--- src/rtl/hunt_pkg.sv ---
// Shared game-wide types and sprite geometry for the hunt game blocks
// (controller, compositor, duck motion).
package hunt_pkg;

  typedef enum logic [1:0] {
    PLAY  = 2'd0,
    FLASH = 2'd1,
    OVER  = 2'd2
  } game_state_t;

  // One bit wider than screen coordinates so that sprite offsets never wrap.
  typedef logic [11:0] coord_ext_t;

  localparam int unsigned COORD_W = 11;
  localparam int unsigned DUCK_W  = 71;
  localparam int unsigned DUCK_H  = 54;
  localparam int unsigned AIM_CX  = 15;
  localparam int unsigned AIM_CY  = 13;

endpackage

--- src/rtl/hunt_game_ctrl_if.sv ---
// Signal bundle between the game controller and its neighbours
// (input conditioning, frame compositor, duck motion).
interface hunt_game_ctrl_if;
  // Buttons are debounced levels sampled on every clk, frame_tick and
  // duck_respawn are single-cycle pulses, and nothing here has back-pressure:
  // every value is consumed on the cycle it is presented.
  logic                 frame_tick;
  logic                 shoot_btn;
  logic                 restart_btn;
  logic [10:0]          sniper_x;
  logic [10:0]          sniper_y;
  logic [10:0]          blkpos_x;
  logic [10:0]          blkpos_y;
  logic [1:0]           press_count;
  logic                 flag_shoot;
  logic                 flag;
  logic                 duck_freeze;
  logic                 duck_respawn;
  hunt_pkg::game_state_t state_dbg;

  modport master (
    output frame_tick, shoot_btn, restart_btn,
    output sniper_x, sniper_y, blkpos_x, blkpos_y,
    input  press_count, flag_shoot, flag, duck_freeze, duck_respawn, state_dbg
  );

  modport slave (
    input  frame_tick, shoot_btn, restart_btn,
    input  sniper_x, sniper_y, blkpos_x, blkpos_y,
    output press_count, flag_shoot, flag, duck_freeze, duck_respawn, state_dbg
  );
endinterface

--- src/rtl/hunt_game_ctrl_edge_rise.sv ---
// Rising-edge detector: a held level produces exactly one pulse on the
// first cycle it is seen high.
module edge_rise (
  input  logic clk,
  input  logic rst_n,
  input  logic level,
  output logic rise
);

  logic level_q;

  always_ff @(posedge clk or negedge rst_n) begin
    if (!rst_n) level_q <= 1'b0;
    else        level_q <= level;
  end

  assign rise = level & ~level_q;

endmodule

--- src/rtl/hunt_game_ctrl.sv ---
// Game-state sequencer: counts shots, hit-tests the aim hotspot against the
// duck box, times the post-shot flash and latches the round result.
module hunt_game_ctrl
  import hunt_pkg::*;
#(
  parameter int unsigned MAX_SHOTS    = 3,
  parameter int unsigned FLASH_FRAMES = 30
) (
  input  logic            clk,
  input  logic            rst_n,
  hunt_game_ctrl_if.slave bus
);

  localparam int unsigned CNT_W = $clog2(FLASH_FRAMES + 1);
  localparam logic [1:0]       MAX_PC     = 2'(MAX_SHOTS);
  localparam logic [CNT_W-1:0] LAST_FRAME = CNT_W'(FLASH_FRAMES - 1);

  game_state_t      state;
  logic [1:0]       press_count;
  logic             flag_shoot;
  logic             flag;
  logic             duck_freeze;
  logic             duck_respawn;
  logic [CNT_W-1:0] frame_cnt;
  logic             shoot_edge;
  logic             restart_edge;

  edge_rise u_shoot_edge (
    .clk   (clk),
    .rst_n (rst_n),
    .level (bus.shoot_btn),
    .rise  (shoot_edge)
  );

  edge_rise u_restart_edge (
    .clk   (clk),
    .rst_n (rst_n),
    .level (bus.restart_btn),
    .rise  (restart_edge)
  );

  // Strictly-inside test; all sums are 12 bits so a hotspot past the right
  // screen edge cannot wrap around into a duck at the left.
  function automatic logic hit_test(input logic [10:0] sx, input logic [10:0] sy,
                                    input logic [10:0] bx, input logic [10:0] by);
    coord_ext_t px, py, bx_lo, by_lo, bx_hi, by_hi;
    px    = {1'b0, sx} + coord_ext_t'(AIM_CX);
    py    = {1'b0, sy} + coord_ext_t'(AIM_CY);
    bx_lo = {1'b0, bx};
    by_lo = {1'b0, by};
    bx_hi = bx_lo + coord_ext_t'(DUCK_W);
    by_hi = by_lo + coord_ext_t'(DUCK_H);
    return (px > bx_lo) && (px < bx_hi) && (py > by_lo) && (py < by_hi);
  endfunction

  always_ff @(posedge clk or negedge rst_n) begin
    if (!rst_n) begin
      state        <= PLAY;
      press_count  <= 2'd0;
      flag_shoot   <= 1'b0;
      flag         <= 1'b0;
      duck_freeze  <= 1'b0;
      duck_respawn <= 1'b0;
      frame_cnt    <= '0;
    end else begin
      duck_respawn <= 1'b0;
      // Restart has priority over everything, including a same-cycle shot.
      if (restart_edge) begin
        state        <= PLAY;
        press_count  <= 2'd0;
        flag_shoot   <= 1'b0;
        flag         <= 1'b0;
        duck_freeze  <= 1'b0;
        duck_respawn <= 1'b1;
        frame_cnt    <= '0;
      end else begin
        case (state)
          PLAY: begin
            if (shoot_edge) begin
              state       <= FLASH;
              flag_shoot  <= 1'b1;
              duck_freeze <= 1'b1;
              frame_cnt   <= '0;
              if (hit_test(bus.sniper_x, bus.sniper_y, bus.blkpos_x, bus.blkpos_y)) begin
                flag        <= 1'b1;
                press_count <= MAX_PC;
              end else if (press_count != MAX_PC) begin
                press_count <= press_count + 2'd1;
              end
            end
          end
          FLASH: begin
            if (bus.frame_tick) begin
              if (frame_cnt == LAST_FRAME) begin
                flag_shoot <= 1'b0;
                frame_cnt  <= '0;
                if (press_count == MAX_PC) begin
                  state <= OVER;
                end else begin
                  state       <= PLAY;
                  duck_freeze <= 1'b0;
                end
              end else begin
                frame_cnt <= frame_cnt + 1'b1;
              end
            end
          end
          OVER: ;
          default: state <= PLAY;
        endcase
      end
    end
  end

  assign bus.press_count  = press_count;
  assign bus.flag_shoot   = flag_shoot;
  assign bus.flag         = flag;
  assign bus.duck_freeze  = duck_freeze;
  assign bus.duck_respawn = duck_respawn;
  assign bus.state_dbg    = state;

endmodule
--- src/flat_wrapper.sv ---
// flat-port wrapper written by rule: the top's interface ports become plain ports
module hunt_game_ctrl_flat import hunt_pkg::*;
#(
  parameter int unsigned MAX_SHOTS    = 3,
  parameter int unsigned FLASH_FRAMES = 30
)
  (clk, rst_n, bus_frame_tick, bus_shoot_btn, bus_restart_btn, bus_sniper_x, bus_sniper_y, bus_blkpos_x, bus_blkpos_y, bus_press_count, bus_flag_shoot, bus_flag, bus_duck_freeze, bus_duck_respawn, bus_state_dbg);
  hunt_game_ctrl_if bus_i ();
  input  logic clk;
  input  logic rst_n;
  input wire logic [$bits(bus_i.frame_tick)-1:0] bus_frame_tick;
  input wire logic [$bits(bus_i.shoot_btn)-1:0] bus_shoot_btn;
  input wire logic [$bits(bus_i.restart_btn)-1:0] bus_restart_btn;
  input wire logic [$bits(bus_i.sniper_x)-1:0] bus_sniper_x;
  input wire logic [$bits(bus_i.sniper_y)-1:0] bus_sniper_y;
  input wire logic [$bits(bus_i.blkpos_x)-1:0] bus_blkpos_x;
  input wire logic [$bits(bus_i.blkpos_y)-1:0] bus_blkpos_y;
  output wire logic [$bits(bus_i.press_count)-1:0] bus_press_count;
  output wire logic [$bits(bus_i.flag_shoot)-1:0] bus_flag_shoot;
  output wire logic [$bits(bus_i.flag)-1:0] bus_flag;
  output wire logic [$bits(bus_i.duck_freeze)-1:0] bus_duck_freeze;
  output wire logic [$bits(bus_i.duck_respawn)-1:0] bus_duck_respawn;
  output wire logic [$bits(bus_i.state_dbg)-1:0] bus_state_dbg;
  assign bus_i.frame_tick = bus_frame_tick;
  assign bus_i.shoot_btn = bus_shoot_btn;
  assign bus_i.restart_btn = bus_restart_btn;
  assign bus_i.sniper_x = bus_sniper_x;
  assign bus_i.sniper_y = bus_sniper_y;
  assign bus_i.blkpos_x = bus_blkpos_x;
  assign bus_i.blkpos_y = bus_blkpos_y;
  assign bus_press_count = bus_i.press_count;
  assign bus_flag_shoot = bus_i.flag_shoot;
  assign bus_flag = bus_i.flag;
  assign bus_duck_freeze = bus_i.duck_freeze;
  assign bus_duck_respawn = bus_i.duck_respawn;
  assign bus_state_dbg = bus_i.state_dbg;
  hunt_game_ctrl #(.MAX_SHOTS(MAX_SHOTS), .FLASH_FRAMES(FLASH_FRAMES)) u_core (.clk(clk), .rst_n(rst_n), .bus(bus_i));
endmodule
--- config.mk ---
export PLATFORM = sky130hd
export DESIGN_NAME = hunt_game_ctrl_flat
export DESIGN_NICKNAME = d
export VERILOG_FILES = /design/src/rtl/hunt_pkg.sv /design/src/rtl/hunt_game_ctrl_if.sv /design/src/rtl/hunt_game_ctrl_edge_rise.sv /design/src/rtl/hunt_game_ctrl.sv /design/src/flat_wrapper.sv
export SDC_FILE = /design/constraint.sdc
export NUM_CORES = 1
export LEC_CHECK = 0
export ABC_AREA = 1
export CORE_ASPECT_RATIO = 0.75
export CORE_MARGIN = 10
export CORE_UTILIZATION = 57
export DETAILED_ROUTE_END_ITERATION = 7
export PLACE_DENSITY = 0.88
export SLEW_MARGIN = 10
export SYNTH_ARGS = -nofsm -noshare
export SYNTH_HDL_FRONTEND = slang
export SYNTH_SLANG_ARGS = --single-unit
--- constraint.sdc ---
create_clock -name clk -period 4.27 [get_ports clk]
set_input_delay 0.427 -clock clk [delete_from_list [all_inputs] [get_ports clk]]
set_output_delay 0.427 -clock clk [all_outputs]
set_load 0.02 [all_outputs]
==> impl_metrics.csv <==
group,metric,value,unit
status,status,"completed",
clocking,cts_resized,0,
global_route,grt_overflow,0,
sta,finalCriticalPeriod,3.33,ns
detailed_routing,drt_iter0_drc,120,
critical_path,cpPeakStageDelay,0.55,ns
logic_synthesis,synth.distinct_cells,34,
critical_path,endpoint,"u_core.bus.press_count[1]",
critical_path,cp.required,4.41,ns
clocking,cts-root-buf,"clkbuf_8",
floorplan,chipWidth,99.8,microns
detailed_routing,wl_met1,2860,microns
floorplan,coreArea,4550,sq um
global_route,grt_util_all_layers,15.6,%
sta,hold_violations,0,
critical_path,critical-path-top-delay-family,"simple AND/OR/NAND/NOR gates",
logic_synthesis,syn_nets,512,
critical_path,end_kind,"flop",
flow_run,cap_violations,0,
power_and_ir_drop,vdd_ir_drop_max,215,uV
global_route,grt_pass1_wl,10800,microns
clocking,cts_buffer_depth,2,
placement,io_buffers,56,
cells_and_area,nFillCells,397,
cells_and_area,n_antenna_cell,0,
critical_path,crit_fanout,5,
critical_path,start_kind,"input port",
placement,dp_hpwl,5750,microns
sta,rsz0062_at_grt,"false",
critical_path,path_depth,22,
sta,drv_slew,0,
cells_and_area,drive_above_1_share,7.64,%
detailed_routing,highest_layer,"met4",
critical_path,r2r_start,"u_core.u_restart_edge.level_q",
logic_synthesis,ys_ff_latch,15,
placement,gp_congestion,0.887,
clocking,clock_sinks,15,
global_route,antenna_found_initial,0,
power_and_ir_drop,power_density,255,nW/um^2
global_route,grt_start_max_net_pins,16,
detailed_routing,drcViolationCount,0,
floorplan,die-area,7960,sq um
worst_hold_path,hold_path.class,"flop to flop",
cells_and_area,final_cell_mix,"109 x nand2_1, 75 x inv_1, 56 x clkdlybuf4s50_1, 52 x ha_1, 45 x nor2_1",
cells_and_area,final_common_cell,"nand2_1",
detailed_routing,wl_met3,333,microns
detailed_routing,wl_met2,3070,microns
sta,finalSetupViolCount,0,
critical_path,reg2reg_depth,9,
critical_path,crit_arrival,3.47,ns
clocking,cts_tree,"yes",
global_route,grt_pass1_vias,2671,
logic_synthesis,avgSynthCellArea,6.62,sq um
cells_and_area,finalNetCount,573,
logic_synthesis,yosys_warnings,0,
cells_and_area,final_cell_area,3400,sq um
clocking,hold_buffers,0,
floorplan,die_y,79.8,microns
floorplan,initial_core_util,59.8,%
detailed_routing,dr.pass1.iters,4,
detailed_routing,wirelength,6350,microns
sta,post-route-period-util,77.9,%
clocking,clk_pin_slew,0.06,ns
critical_path,ff2ff_setup_slack,2.76,ns
clocking,clock_latency,0.25,ns
detailed_routing,via_count,2659,
sta,tightest_slew,0.660,ns
sta,skew,0.00180,ns
logic_synthesis,yosysTopAreaCell,"ha_1",
logic_synthesis,netlist_area,2720,sq um
critical_path,cp_slowest_cell,"clkdlybuf4s50_1",
logic_synthesis,synthTopCellsByArea,"ha_1 24%, nand2_1 15%, dfrtp_1 14%, inv_1 10%, xor2_1 6.8%",
critical_path,crit_top_cell,"nand2_1",
critical_path,crit_type,"input port to flop",
sta,slew_headroom,55.9,%
power_and_ir_drop,p_leak,1.88,nW
cells_and_area,synthToLayoutAreaGrowth,24.9,%
detailed_routing,detail-route-antenna-nets,0,
logic_synthesis,seq_area_frac_synth,13.8,%
critical_path,path_buf_inv,2,
floorplan,io_pins,57,
logic_synthesis,synthCells,411,
critical_path,crit_start,"bus_blkpos_y[1]",
critical_path,r2r_end,"u_core.frame_cnt[4]",
clocking,cts_made_buffers,3,
sta,fmax,301,MHz
critical_path,cp_cell_sequence,"clkdlybuf4s50_1 > inv_1 > ha_1 > or2_2 > nand2_1 > nand2_1 > nor2_1 > nand2_1 > xor2_1 > ha_1 > nand2_1 > a21oi_1 > nor2_1 > nand2_1 > nor2_1 > nand2_1 > a21oi_2 > nand3_2 > nand2_1 > nand2_1 > nand2_1 > nand2_1",
worst_hold_path,min_from,"u_core.bus.duck_freeze",
detailed_routing,post_drt_wl_per_cell,12.0,microns
clocking,post_cts_buffers,0,
logic_synthesis,yosysTopAreaCellShare,23.9,%
clocking,htree_levels,1,
sta,fin_tns_setup,0,ns
floorplan,rows,21,
detailed_routing,via_per_inst,5.04,
placement,dpl_cell_area,3350,sq um
-- synthesized netlist by cell type --
master	count
xor2_1	21
nand4_1	1
o21ai_0	5
nand2_4	1
nor3_2	2
o21bai_1	1
or2_2	1
nor4_1	1
nor3_1	1
a31oi_1	2
o211ai_2	1
o22ai_1	1
o21ai_2	1
a21o_1	2
a21oi_2	2
nand4_4	1
nor2_2	3
a221oi_2	1
nor3b_1	1
ha_1	52
nand2_2	3
nand2_1	109
nand3_4	1
nor2_8	2
nor2_4	2
nand3_2	3
a21oi_1	22
nand3_1	17
inv_2	8
nor2_1	45
xnor2_1	7
dfrtp_1	15
nor3b_2	1
inv_1	75
-- how the worst min path moves through the flow --
stage / end / slack [ns] / cells after the start
5_1_grt: u_core.bus.duck_freeze / 0.54 / 2
3_5_place_dp: u_core.bus.duck_freeze / 0.49 / 2
2_1_floorplan: u_core.bus.duck_freeze / 0.13 / 0
3_3_place_gp: u_core.bus.duck_freeze / 0.46 / 2
6_report: u_core.bus.duck_freeze / 0.49 / 2
4_1_cts: u_core.bus.duck_freeze / 0.50 / 2
-- per-stage QoR --
step                util [%]  hold WS, ns  total power (W)  instances  setup slack, ns
floorplan                  -        0.131         0.000560        411             1.62
global placement        73.7        0.457         0.000730        524            0.799
detailed placement      73.7        0.486         0.000755        524            0.678
CTS                     74.7        0.499         0.000874        528            0.931
global route            74.7        0.544         0.000955        528            0.651
finish                  74.7        0.493         0.000866        528            0.943
-- sequential cells by signal, summed over array words and instances, names as in the netlist --
signal                         flops
u_core.frame_cnt                   5
u_core.u_shoot_edge.level_q        1
u_core.bus.flag                    1
u_core.bus.duck_freeze             1
u_core.bus.duck_respawn            1
u_core.bus.state_dbg               2
u_core.bus.flag_shoot              1
u_core.bus.press_count             2
u_core.u_restart_edge.level_q      1
-- worst min-delay path, cell delays in order, from the launching register on --
cell	delay (ns)
dfrtp_1	0.34
nand2_1	0.06
nand2_1	0.06
-- cell type report --
cell class / instances / area [sq um] / area share [%]
Clock buffer: 4 / 45.0 / 1.33
Inverter: 83 / 312 / 9.17
Multi-Input combinational cell: 313 / 2030 / 59.9
Sequential cell: 15 / 375 / 11.0
Tap cell: 57 / 71.3 / 2.10
Timing Repair Buffer: 56 / 561 / 16.5
-- layer usage --
metal,track usage (%),vias to the layer above
li1,-,1407
met1,18.2,1178
met2,28.5,64
met3,3.11,10
met4,4.14,0
met5,0,-
-- cells by family after synthesis --
group / Yosys count / synth area share, %
buf+inv: 83 / 11.5
fa+ha+maj: 52 / 23.9
compound gates: 38 / 8.46
xor+xnor: 28 / 9.02
flops: 15 / 13.8
simple gates: 195 / 33.3
-- power breakdown --
| group | leakage, nW | internal [W] | switching [W] |
|---|---|---|---|
| sequential | 0.192 | 0.000180 | 0.0000357 |
| clock | 0.0228 | 0.0000661 | 0.0000472 |
| combinational | 1.66 | 0.000230 | 0.000307 |
No activity file was read; power rests on OpenSTA's default activity.
